==> config.mk <==
export PLATFORM = sky130hd
export DESIGN_NAME = mem_slot_arbiter_flat
export DESIGN_NICKNAME = d
export VERILOG_FILES = /design/src/rtl/mem_slot_arbiter_pkg.sv /design/src/rtl/mem_slot_arbiter_if.sv /design/src/rtl/mem_slot_arbiter_prio.sv /design/src/rtl/mem_slot_arbiter.sv /design/src/flat_wrapper.sv
export SDC_FILE = /design/constraint.sdc
export NUM_CORES = 1
export LEC_CHECK = 0
export BUFFER_PORTS_ARGS = -buffer_cell sky130_fd_sc_hd__buf_2
export CORE_AREA = 3 3 41 43
export DETAILED_ROUTE_END_ITERATION = 7
export DIE_AREA = 0 0 44 46
export PLACE_DENSITY_LB_ADDON = 0.1
export SYNTH_ARGS = -nofsm -noshare
export SYNTH_HDL_FRONTEND = slang
export SYNTH_HIERARCHICAL = 1
export SYNTH_SLANG_ARGS = --single-unit
==> constraint.sdc <==
create_clock -name clk32 -period 2.1 [get_ports clk32]
set_input_delay 0.42 -clock clk32 [delete_from_list [all_inputs] [get_ports clk32]]
set_output_delay 0.42 -clock clk32 [all_outputs]
set_load 0.05 [all_outputs]
==> src/rtl/mem_slot_arbiter_pkg.sv <==
// mem_slot_pkg: owner encoding and slot phase constants shared by the slot arbiter files
package mem_slot_pkg;
  typedef enum logic [2:0] {OWN_NONE, OWN_VIDEO, OWN_SOUND, OWN_DSK_INT, OWN_DSK_EXT, OWN_CPU} owner_t;
  localparam logic [1:0] PH_ARB = 2'd3;
  localparam logic [1:0] PH_LATCH = 2'd2;
  localparam int CPU_WAIT_W = 3;
endpackage

==> src/rtl/mem_slot_arbiter_if.sv <==
// mem_slot_arbiter_if: clk8 enable and requests in (master drives), slot phase, ownership, strobes and acks out (slave drives)
interface mem_slot_arbiter_if;
  logic clk8_en_p;
  logic cpuReq, videoReq, soundReq, dskReqInt, dskReqExt;
  logic [1:0] slotPhase;
  logic cpuBusControl, videoBusControl, soundBusControl, dskBusInt, dskBusExt, busIdle;
  logic memoryLatch, loadPixels, loadSound;
  logic dskReadAckInt, dskReadAckExt, cpuAck;
  modport master (
    output clk8_en_p, cpuReq, videoReq, soundReq, dskReqInt, dskReqExt,
    input slotPhase, cpuBusControl, videoBusControl, soundBusControl, dskBusInt, dskBusExt, busIdle,
    input memoryLatch, loadPixels, loadSound, dskReadAckInt, dskReadAckExt, cpuAck
  );
  modport slave (
    input clk8_en_p, cpuReq, videoReq, soundReq, dskReqInt, dskReqExt,
    output slotPhase, cpuBusControl, videoBusControl, soundBusControl, dskBusInt, dskBusExt, busIdle,
    output memoryLatch, loadPixels, loadSound, dskReadAckInt, dskReadAckExt, cpuAck
  );
endinterface

==> src/rtl/mem_slot_arbiter_prio.sv <==
// mem_slot_prio: fixed-priority slot owner pick from the five requests plus the CPU starvation flag
module mem_slot_prio
  import mem_slot_pkg::*;
(
  input  logic   videoReq,
  input  logic   cpuReq,
  input  logic   soundReq,
  input  logic   dskReqInt,
  input  logic   dskReqExt,
  input  logic   cpuStarved,
  output owner_t owner
);
  assign owner = videoReq              ? OWN_VIDEO   :
                 (cpuReq && cpuStarved) ? OWN_CPU     :
                 soundReq              ? OWN_SOUND   :
                 dskReqInt             ? OWN_DSK_INT :
                 dskReqExt             ? OWN_DSK_EXT :
                 cpuReq                ? OWN_CPU     : OWN_NONE;
endmodule

==> src/rtl/mem_slot_arbiter.sv <==
// mem_slot_arbiter: 4-phase clk8 memory slot arbiter; clk32, async active-low _systemReset, bus (slave) carries requests, ownership, strobes and acks
module mem_slot_arbiter
  import mem_slot_pkg::*;
#(
  parameter int CPU_MAX_WAIT = 2,
  parameter int SLOT_PHASES  = 4
) (
  input logic clk32,
  input logic _systemReset,
  mem_slot_arbiter_if.slave bus
);
  if (SLOT_PHASES != 4 || CPU_MAX_WAIT < 1 || CPU_MAX_WAIT > 7) begin : g_bad_param
    $error("mem_slot_arbiter: unsupported SLOT_PHASES or CPU_MAX_WAIT");
  end
  owner_t owner, pick;
  logic [1:0] phase;
  logic [CPU_WAIT_W-1:0] cpu_wait;
  logic arb_tick, ack_int, ack_ext, ack_cpu;
  assign arb_tick = bus.clk8_en_p && phase == PH_ARB;
  mem_slot_prio u_prio (
    .videoReq  (bus.videoReq),
    .cpuReq    (bus.cpuReq),
    .soundReq  (bus.soundReq),
    .dskReqInt (bus.dskReqInt),
    .dskReqExt (bus.dskReqExt),
    .cpuStarved(cpu_wait >= CPU_WAIT_W'(CPU_MAX_WAIT)),
    .owner     (pick)
  );
  always_ff @(posedge clk32 or negedge _systemReset)
    if (!_systemReset) begin
      phase    <= '0;
      owner    <= OWN_NONE;
      cpu_wait <= '0;
      ack_int  <= 1'b0;
      ack_ext  <= 1'b0;
      ack_cpu  <= 1'b0;
    end else begin
      if (bus.clk8_en_p) phase <= phase + 2'd1;
      if (arb_tick) begin
        owner    <= pick;
        cpu_wait <= (bus.cpuReq && pick != OWN_CPU) ? (cpu_wait == '1 ? cpu_wait : cpu_wait + CPU_WAIT_W'(1)) : '0;
      end
      ack_int <= bus.memoryLatch && owner == OWN_DSK_INT;
      ack_ext <= bus.memoryLatch && owner == OWN_DSK_EXT;
      ack_cpu <= bus.memoryLatch && owner == OWN_CPU;
    end
  assign bus.slotPhase       = phase;
  assign bus.cpuBusControl   = owner == OWN_CPU;
  assign bus.videoBusControl = owner == OWN_VIDEO;
  assign bus.soundBusControl = owner == OWN_SOUND;
  assign bus.dskBusInt       = owner == OWN_DSK_INT;
  assign bus.dskBusExt       = owner == OWN_DSK_EXT;
  assign bus.busIdle         = owner == OWN_NONE;
  assign bus.memoryLatch     = bus.clk8_en_p && phase == PH_LATCH && owner != OWN_NONE;
  assign bus.loadPixels      = bus.memoryLatch && bus.videoBusControl;
  assign bus.loadSound       = bus.memoryLatch && bus.soundBusControl;
  assign bus.dskReadAckInt   = ack_int;
  assign bus.dskReadAckExt   = ack_ext;
  assign bus.cpuAck          = ack_cpu;
  a_owner_onehot: assert property (@(posedge clk32) disable iff (!_systemReset)
    $onehot0({bus.cpuBusControl, bus.videoBusControl, bus.soundBusControl, bus.dskBusInt, bus.dskBusExt}));
endmodule

==> src/flat_wrapper.sv <==
// flat-port wrapper written by rule: the top's interface ports become plain ports
module mem_slot_arbiter_flat import mem_slot_pkg::*;
#(
  parameter int CPU_MAX_WAIT = 2,
  parameter int SLOT_PHASES  = 4
)
  (clk32, _systemReset, bus_clk8_en_p, bus_cpuReq, bus_videoReq, bus_soundReq, bus_dskReqInt, bus_dskReqExt, bus_slotPhase, bus_cpuBusControl, bus_videoBusControl, bus_soundBusControl, bus_dskBusInt, bus_dskBusExt, bus_busIdle, bus_memoryLatch, bus_loadPixels, bus_loadSound, bus_dskReadAckInt, bus_dskReadAckExt, bus_cpuAck);
  mem_slot_arbiter_if bus_i ();
  input logic clk32;
  input logic _systemReset;
  input wire logic [$bits(bus_i.clk8_en_p)-1:0] bus_clk8_en_p;
  input wire logic [$bits(bus_i.cpuReq)-1:0] bus_cpuReq;
  input wire logic [$bits(bus_i.videoReq)-1:0] bus_videoReq;
  input wire logic [$bits(bus_i.soundReq)-1:0] bus_soundReq;
  input wire logic [$bits(bus_i.dskReqInt)-1:0] bus_dskReqInt;
  input wire logic [$bits(bus_i.dskReqExt)-1:0] bus_dskReqExt;
  output wire logic [$bits(bus_i.slotPhase)-1:0] bus_slotPhase;
  output wire logic [$bits(bus_i.cpuBusControl)-1:0] bus_cpuBusControl;
  output wire logic [$bits(bus_i.videoBusControl)-1:0] bus_videoBusControl;
  output wire logic [$bits(bus_i.soundBusControl)-1:0] bus_soundBusControl;
  output wire logic [$bits(bus_i.dskBusInt)-1:0] bus_dskBusInt;
  output wire logic [$bits(bus_i.dskBusExt)-1:0] bus_dskBusExt;
  output wire logic [$bits(bus_i.busIdle)-1:0] bus_busIdle;
  output wire logic [$bits(bus_i.memoryLatch)-1:0] bus_memoryLatch;
  output wire logic [$bits(bus_i.loadPixels)-1:0] bus_loadPixels;
  output wire logic [$bits(bus_i.loadSound)-1:0] bus_loadSound;
  output wire logic [$bits(bus_i.dskReadAckInt)-1:0] bus_dskReadAckInt;
  output wire logic [$bits(bus_i.dskReadAckExt)-1:0] bus_dskReadAckExt;
  output wire logic [$bits(bus_i.cpuAck)-1:0] bus_cpuAck;
  assign bus_i.clk8_en_p = bus_clk8_en_p;
  assign bus_i.cpuReq = bus_cpuReq;
  assign bus_i.videoReq = bus_videoReq;
  assign bus_i.soundReq = bus_soundReq;
  assign bus_i.dskReqInt = bus_dskReqInt;
  assign bus_i.dskReqExt = bus_dskReqExt;
  assign bus_slotPhase = bus_i.slotPhase;
  assign bus_cpuBusControl = bus_i.cpuBusControl;
  assign bus_videoBusControl = bus_i.videoBusControl;
  assign bus_soundBusControl = bus_i.soundBusControl;
  assign bus_dskBusInt = bus_i.dskBusInt;
  assign bus_dskBusExt = bus_i.dskBusExt;
  assign bus_busIdle = bus_i.busIdle;
  assign bus_memoryLatch = bus_i.memoryLatch;
  assign bus_loadPixels = bus_i.loadPixels;
  assign bus_loadSound = bus_i.loadSound;
  assign bus_dskReadAckInt = bus_i.dskReadAckInt;
  assign bus_dskReadAckExt = bus_i.dskReadAckExt;
  assign bus_cpuAck = bus_i.cpuAck;
  mem_slot_arbiter #(.CPU_MAX_WAIT(CPU_MAX_WAIT), .SLOT_PHASES(SLOT_PHASES)) u_core (.clk32(clk32), ._systemReset(_systemReset), .bus(bus_i));
endmodule
After elaboration in Yosys (flattened, before gate mapping)

Cells that the tools add are included.

Register bits: 11
Input bits: 8
Output and inout port bits: 14
Word-level logic and storage cells: 40

$add $sub $neg: 2
Magnitude comparators: 1
Eq/ne operators: 10
Multiplexer cells: 8
Reductions and logical operators: 13

Operators by type and width:

| operator                                                              | number |
|---|---|
| 3-bit two-way mux                                                     | 8 |
| 1-bit logical AND                                                     | 10 |
| 3-bit == test, second input constant                                  | 3 |
| 3-bit by 2-bit == test with 1-bit output, second input constant       | 2 |
| 2-bit == test, second input constant                                  | 2 |
| 3-bit by 1-bit adder with 3-bit output, second input constant         | 1 |
| 3-bit by 1-bit == test with 1-bit output, second input constant       | 1 |
| 3-bit by 2-bit >= comparator with 1-bit output, second input constant | 1 |
| 3-bit logical NOT                                                     | 1 |
| 3-bit != test, second input constant                                  | 1 |
| 3-bit nonzero test                                                    | 1 |
| 2-bit by 1-bit adder with 2-bit output, second input constant         | 1 |
| 2-bit != test, second input constant                                  | 1 |
| 2-bit AND reduction                                                   | 1 |

Longest topological paths before layout

Gate-level depths: netlist (run 1).

Depth after elaboration: 10
Mapped depth: 6
Depth with buffers taken out: 6

By module

The synthesis (run 1) kept the hierarchy.

Modules (own cells, without submodules):

| module           | times used | cells an instance | area each (µm²) | sequential area each (µm²) |
|---|---|---|---|---|
| mem_slot_arbiter | 1          | 53                | 583.1           | 275.3 |
| mem_slot_prio    | 1          | 9                 | 47.5            | 0.0 |

Least setup slack after synthesis (run 1)

OpenSTA, ideal clock, no wires.

Path type: register -> output
Start: register u_core.owner[0]
End: output bus_memoryLatch
Arrival: 2.144 ns
Data required time: 1.680 ns
Setup slack: -0.464 ns
Cell stages (with the launch flop): 3
Buffers on the path: 0
Cell sequence: dfrtp_1 nor3_1 nor2_1

Word-level cells in the longest chain between the ends: 2

Ends and longest elaborated chain:

| what                     | RTL line               | source |
|---|---|---|
| start: declaration       | mem_slot_arbiter.sv:15 | `owner_t owner, pick;` |
| start signal: assignment | mem_slot_arbiter.sv:40 | `owner <= pick;` |
| 3-bit nonzero test       | mem_slot_arbiter.sv:54 | `assign bus.memoryLatch = bus.clk8_en_p && phase == PH_LATCH && owner != OWN_NONE;` |
| 1-bit logical AND        | mem_slot_arbiter.sv:54 |  |
| end: declaration         | flat_wrapper.sv:24     | `output wire logic [$bits(bus_i.memoryLatch)-1:0] bus_memoryLatch;` |

No other way between the ends.

Worst setup path after layout (run 1)

Start: register u_core.phase[0], in the netlist u_core/bus.slotPhase[0]
End: output bus_loadPixels

Word-level cells in the longest chain between the ends: 4

Ends and longest elaborated chain:

| what                           | RTL line               | source |
|---|---|---|
| start: declaration             | mem_slot_arbiter.sv:16 | `logic [1:0] phase;` |
| start signal: assignment       | mem_slot_arbiter.sv:38 | `if (bus.clk8_en_p) phase <= phase + 2'd1;` |
| 2-bit == test                  | mem_slot_arbiter.sv:54 |  |
| 1-bit logical AND (2 in a row) | mem_slot_arbiter.sv:54 |  |
| 1-bit logical AND              | mem_slot_arbiter.sv:55 | `assign bus.loadPixels = bus.memoryLatch && bus.videoBusControl;` |
| end: declaration               | flat_wrapper.sv:25     | `output wire logic [$bits(bus_i.loadPixels)-1:0] bus_loadPixels;` |

No other way between the ends.

==> results of run 1 <==
[cell type report]
type,count,area [um^2]
Clock buffer,4,26.3
Fill cell,119,549
Inverter,5,18.8
Multi-Input combinational cell,45,340
Sequential cell,11,275
Tap cell,15,18.8
Timing Repair Buffer,21,105
[logic make-up (layout without fill, tap and decap cells)]
| family | count (synthesis) | after routing | synth area share [%] |
|---|---|---|---|
| buffers and inverters | 6 | 30 | 4.76 |
| XOR/XNOR | 1 | 1 | 1.39 |
| flip-flops | 11 | 11 | 43.7 |
| adder cells (fa/ha/maj) | 4 | 4 | 7.94 |
| AO/OA/AOI/OAI | 9 | 9 | 9.72 |
| AND/OR/NAND/NOR | 27 | 27 | 25.6 |
| multiplexers | 4 | 4 | 6.94 |
[cells in the final DEF (no fill, tap or decap)]
master     count
nand3_1        2
mux2_2         3
nor3_2         3
nor2_1         7
nor4b_4        1
nand2_4        1
o21ai_0        1
clkbuf_4       3
o21ai_1        1
ha_1           4
a21oi_1        3
nor3b_1        1
or2_2          1
and2b_2        1
clkbuf_1       1
o21a_1         1
o2111ai_1      1
mux2i_1        1
and3b_2        1
buf_2         21
nor2_2         1
nor3_1         3
dfrtp_1       11
nand2b_1       1
xor2_1         1
a221o_1        2
nand2_1        4
inv_1          5
[through the flow]
step / total power [uW] / hold slack (ps)
after floorplan: 935 / 124
after global placement: 1070 / 307
after detailed placement: 1080 / 305
after CTS: 1230 / 17.2
after global routing: 1310 / 21.1
final: 1220 / 13.6
[worst reg2reg max path, delay by kind of cell, from the launching register on]
family             cells  cell delay (ps)
and+or+nand+nor        4              990
DFF                    1              410
AOI/OAI and AO/OA      2              360
[sequential cells by signal (all words and copies together) (netlist names)]
name,cells
u_core/cpu_wait,3
u_core/owner,3
u_core/bus.slotPhase,2
u_core/bus.cpuAck,1
u_core/bus.dskReadAckExt,1
u_core/bus.dskReadAckInt,1
[metal layers]
layer	part of all wire [%]	wire length, um
met4	0	0
met1	47	566
met5	0	0
met2	47	569
met3	5.7	69
[cell usage after synthesis]
cell	number	area (um^2)
inv_1	5	18.8
nand3_1	2	10.0
o2111ai_1	1	8.76
nor3_1	6	30.0
nor2_1	7	26.3
and2b_2	1	8.76
mux2_2	3	33.8
nor2_2	1	6.26
o21ai_1	1	5.00
xor2_1	1	8.76
a221o_1	2	20.0
a21oi_1	3	15.0
o21a_1	1	7.51
nand2b_1	1	6.26
ha_1	4	50.1
o21ai_0	1	5.00
nand2_1	4	15.0
or2_2	1	6.26
mux2i_1	1	10.0
buf_6	1	11.3
dfrtp_1	11	275
and3b_2	1	10.0
nor3b_1	1	7.51
nand2_4	1	11.3
nor4b_4	1	23.8
[power breakdown]
group | internal [uW] | switching, uW | leakage (uW)
Clock | 73.4 | 69.5 | 0.0000150
Combinational | 208 | 483 | 0.000268
Sequential | 287 | 99.7 | 0.000141
[how the worst min path moves through the flow]
stage / slack [ps] / to / start / cells after the start
2_1_floorplan: 120 / u_core/bus.cpuAck / _systemReset / 0
3_3_place_gp: 310 / u_core/bus.cpuAck / _systemReset / 1
3_5_place_dp: 300 / u_core/bus.cpuAck / _systemReset / 1
4_1_cts: 20 / u_core/owner[1] / _systemReset / 1
5_1_grt: 20 / u_core/owner[0] / _systemReset / 1
6_report: 10 / u_core/owner[0] / _systemReset / 1
==> flow_metrics.py, run 1 <==
metrics = {
    "global_routing": {
        "grt_max_degree": 12,
        "met1_usage_pct": 16.7,
        "grt_use_met3_pct": 3.56,
        "antenna_found_initial": 0,
        "grt_pass1_vias": 466,
        "grt_usage_pct": 13.3,
        "grt_remaining_overflow": 0,
        "grt_util_met2_pct": 21.5,
        "grt_pass1_wl_mm": 1.98,
        "busiest_layer": "met2",
    },
    "worst_hold_path": {
        "hp-class": "in -> async",
    },
    "sta": {
        "worstMarginPinSlew_ps": 277,
        "max_clock_freq_mhz": 527,
        "tns_ps": 0,
        "rsz0062_at_grt": "no",
        "layout_min_cycle_time_ps": 1900,
        "finalWorstSetupSlack_ps": 203,
        "clock_skew_ps": 5.30,
        "hold_violations": 0,
        "maxSlewViolCount": 0,
        "slew_headroom_pct": 81.5,
        "min_period_over_period_pct": 90.3,
        "setup_viol": 0,
    },
    "outcome": {
        "outcome": "complete, no violations",
    },
    "power_and_ir_drop": {
        "cellLeakagePower_uw": 0.000423,
        "powerDensity_nw_per_um2": 1560,
        "ir_drop_mv": 0.815,
    },
    "critical_path": {
        "path_class": "reg -> out",
        "slowest_stage": "dfrtp_1",
        "cpPeakStageDelay_ps": 410,
        "worstPathCellList": "inv_1 -> ha_1 -> nand2_1 -> nor3_2 -> buf_2",
        "path_depth": 5,
        "critPathRequiredTime_ps": 1680,
        "r2r-end": "u_core/cpu_wait[1]",
        "cp-start-kind": "flip-flop",
        "cp_top_family": "flip-flops",
        "worstSetupEndpointType": "output port",
        "rr_worst_depth": 6,
        "path_max_fanout": 4,
        "crit_arrival_ps": 1480,
        "reg2reg_from": "u_core/cpu_wait[1]",
        "crit_buf_inv": 2,
        "crit_path_start": "u_core/bus.slotPhase[0]",
        "reg2reg_slack_ps": 270,
        "endpoint": "bus_loadPixels",
    },
    "cts": {
        "htreeDepth": 1,
        "cts_root_buffer": "clkbuf_4",
        "clkTransAtPathRegs_ps": 70,
        "post_cts_buffers": 0,
        "post_cts_resized": 0,
        "ctsLongestPathBuffers": 2,
        "cts_buffers": 3,
        "clk_latency_ps": 260,
        "cts_tree": "yes",
        "cts_hold_buf": 0,
        "cts.sinks": 11,
    },
    "floorplanning": {
        "start_util_pct": 47.3,
        "io_pins": 22,
        "dieArea_um2": 2020,
        "num_rows": 13,
        "core-area_um2": 1330,
        "fp.dieH_um": 46,
        "dieWidth_um": 44,
    },
    "final_layout": {
        "antenna_cells": 0,
        "postLayoutCoreUtil_pct": 58.8,
        "areaGrowthSynthToFinish_pct": 24.4,
        "fin_area_um2": 785,
        "fin_cells": 101,
        "drive_above_1_share_pct": 41.9,
        "final_nets": 99,
    },
    "placed_design": {
        "io_buffers": 21,
        "place_ws_ps": 308,
        "place_congestion": 0.741,
        "dp.cells": 97,
        "dp_hpwl_um": 939,
        "postPlaceCellArea_um2": 758,
    },
    "synth": {
        "synthesis.area_um2": 631,
        "syn-num-nets": 74,
        "synthCells": 62,
        "syn_area_per_cell_um2": 10.2,
        "ys_seq_area_share_pct": 43.7,
        "ys_warn_count": 6,
        "synth_cell_type_count": 25,
        "synth_seq_cells": 11,
    },
    "route": {
        "via_count": 525,
        "wl_per_cell_um": 11.9,
        "drt_first_pass_iters": 4,
        "drt_iter0_drc": 13,
        "detail-route-antenna-nets": 0,
        "drc": 0,
        "routed_wl_mm": 1.21,
        "vias_per_cell": 5.20,
    },
    "run": {
        "cap_viol_max_count": 0,
    },
}
Note: power is estimated with default switching activity, not from simulation.
==> run 2: changes to the inputs <==
- SYNTH_HIERARCHICAL: 1 -> default
==> flow_metrics.py, run 2 <==
metrics = {
    "synth": {
        "ys_warn_count": 0,
        "synth-xor-area-share_pct": 1.44,
        "synth_fa_ha_area_share_pct": 8.21,
        "synthArstFlopShare_pct": 100,
        "syn_area_per_cell_um2": 9.67,
        "synthTopCellsByCount": "dfrtp_1, nor2_1, nor3_1, ha_1, inv_1",
        "synthesis.area_um2": 609,
        "synth_seq_cells": 11,
        "ys_seq_area_share_pct": 45.2,
        "synth.mux.area_fraction_pct": 3.49,
        "synthCells": 63,
        "syn-num-nets": 75,
        "dominantRegCellSynth": "dfrtp_1",
        "synth_top_family_by_area": "simple AND/OR/NAND/NOR gates",
        "yosys.area.top_type": "dfrtp_1",
        "synth.top_cell.area_share_pct": 45.2,
        "synthSimpleGateAreaFrac_pct": 22.4,
        "synth.area.top_cells": "dfrtp_1, ha_1, nor2_1, nor3_1, a22o_1",
        "synth_compound_area_share_pct": 15.4,
        "synth_cell_type_count": 25,
        "synth_edf_count": 0,
    },
    "sta": {
        "layout_min_cycle_time_ps": 1900,
        "clock_skew_ps": 2.76,
        "min_period_over_period_pct": 90.3,
        "setup_viol": 0,
        "worstMarginPinSlew_ps": 285,
        "hold_violations": 0,
        "tns_ps": 0,
        "rsz0062_at_grt": "no",
        "max_clock_freq_mhz": 527,
        "maxSlewViolCount": 0,
        "slew_headroom_pct": 81.0,
    },
    "floorplanning": {
        "fp.dieH_um": 46,
        "start_util_pct": 45.7,
        "io_pins": 22,
        "dieArea_um2": 2020,
        "num_rows": 13,
        "core-area_um2": 1330,
        "dieWidth_um": 44,
    },
    "power_and_ir_drop": {
        "cellLeakagePower_uw": 0.000409,
        "powerDensity_nw_per_um2": 1520,
        "ir_drop_mv": 0.892,
    },
    "critical_path": {
        "worstSetupEndpointType": "output port",
        "path_class": "reg -> out",
        "crit_arrival_ps": 1480,
        "cpPeakStageDelay_ps": 420,
        "cp-start-kind": "flip-flop",
        "crit_path_start": "u_core.bus.slotPhase[0]",
        "reg2reg_from": "u_core.cpu_wait[1]",
        "worstPathCellList": "inv_1 -> ha_1 -> nand3_1 -> nor3_2 -> buf_2",
        "slowest_stage": "dfrtp_1",
        "critPathRequiredTime_ps": 1680,
        "path_max_fanout": 4,
    },
    "run": {
        "cap_viol_max_count": 0,
    },
    "route": {
        "wl_per_cell_um": 12.9,
        "detail-route-antenna-nets": 0,
        "routed_wl_mm": 1.30,
        "drt_iter0_drc": 5,
        "via_count": 529,
        "vias_per_cell": 5.24,
        "drt_first_pass_iters": 3,
        "drc": 0,
    },
    "final_layout": {
        "multi_input_area_um2": 325,
        "postLayoutCoreUtil_pct": 57.4,
        "nFillCells": 130,
        "regArea_um2": 275,
        "areaGrowthSynthToFinish_pct": 25.7,
        "drive_above_1_share_pct": 33.7,
        "final_nets": 99,
        "antenna_cells": 0,
        "final_cell_mix": "buf_2, nor2_1, dfrtp_1",
        "final_common_cell": "buf_2",
    },
    "cts": {
        "cts_tree": "yes",
        "htreeDepth": 1,
        "ctsLongestPathBuffers": 2,
        "clk_latency_ps": 270,
        "cts_buffers": 3,
        "post_cts_resized": 0,
        "post_cts_buffers": 0,
        "clkTransAtPathRegs_ps": 80,
        "cts_root_buffer": "clkbuf_4",
        "cts.sinks": 11,
        "cts_hold_buf": 0,
    },
    "placed_design": {
        "place_congestion": 0.749,
        "io_buffers": 21,
        "dp_hpwl_um": 993,
    },
    "global_routing": {
        "grt_max_degree": 12,
        "grt_remaining_overflow": 0,
        "grt_pass1_wl_mm": 2.15,
        "grt_usage_pct": 15.1,
        "antenna_found_initial": 0,
        "grt_pass1_vias": 494,
    },
    "worst_hold_path": {
        "hp-class": "in -> async",
    },
    "outcome": {
        "outcome": "complete, no violations",
    },
}
==> run 2: cell type report <==
cell class | count | share of cell area, %
clock buffer | 4 | 3.43
inverter | 4 | 1.96
multi-input combinational | 46 | 42.5
sequential | 11 | 35.9
tap | 15 | 2.45
timing repair buffer | 21 | 13.7
==> run 2: path summary, 6_finish.rpt <==
| path | to | slack (ps) | depth (start not counted) |
|---|---|---|---|
| setup / recovery | bus_loadPixels | 200 | 5 |
| hold / removal | u_core.cpu_wait[1] | 2 | 1 |
| setup reg to reg | u_core.cpu_wait[1] | 580 | 5 |
| hold reg to reg | u_core.bus.slotPhase[0] | 520 | 1 |
| max in group asynchronous | u_core.cpu_wait[0] | 1890 | 1 |
| min in group clk32 | u_core.bus.slotPhase[0] | 460 | 2 |
==> run 2: cell families (layout without fill, tap and decap cells) <==
group,count (synthesis),count (layout)
AO/OA/AOI/OAI,11,11
XOR/XNOR,1,1
flip-flops,11,11
multiplexers,2,2
AND/OR/NAND/NOR,28,28
adder cells (fa/ha/maj),4,4
buffers and inverters,6,29
==> run 2: critical path: cells and delay by family (launching register included) <==
family                   cells  cell delay, ps
buffers and inverters        2             360
flip-flops                   1             420
AND/OR/NAND/NOR              2             270
adder cells (fa/ha/maj)      1             160
==> run 2: power by group <==
part	switching [uW]	internal, uW	total [uW]	leakage, uW
combinational	456	181	636	0.000252
sequential	90.0	283	373	0.000142
clock	79.7	73.7	153	0.0000150
total	625	537	1160	0.000409
==> run 2: per-stage QoR <==
step                area [um^2]  instances  hold slack [ps]  power (uW)  worst slack, ps
finish                      766        101             1.60        1160              204
global route                766        101             7.45        1240             85.7
CTS                         766        101             8.10        1170              188
detailed placement          739         97              307        1010              497
global placement            739         97              302        1010              521
floorplan                   624         63              124         875            -36.6
==> run 2: routing by layer <==
metal / share of wire [%] / track usage (%) / vias up
met1: 49 / 19.9 / 243
met3: 4.9 / 4.74 / 4
met4: 1.8 / 7.23 / 0
li1: - / - / 269
met5: 0 / 0 / -
met2: 44 / 22.4 / 13
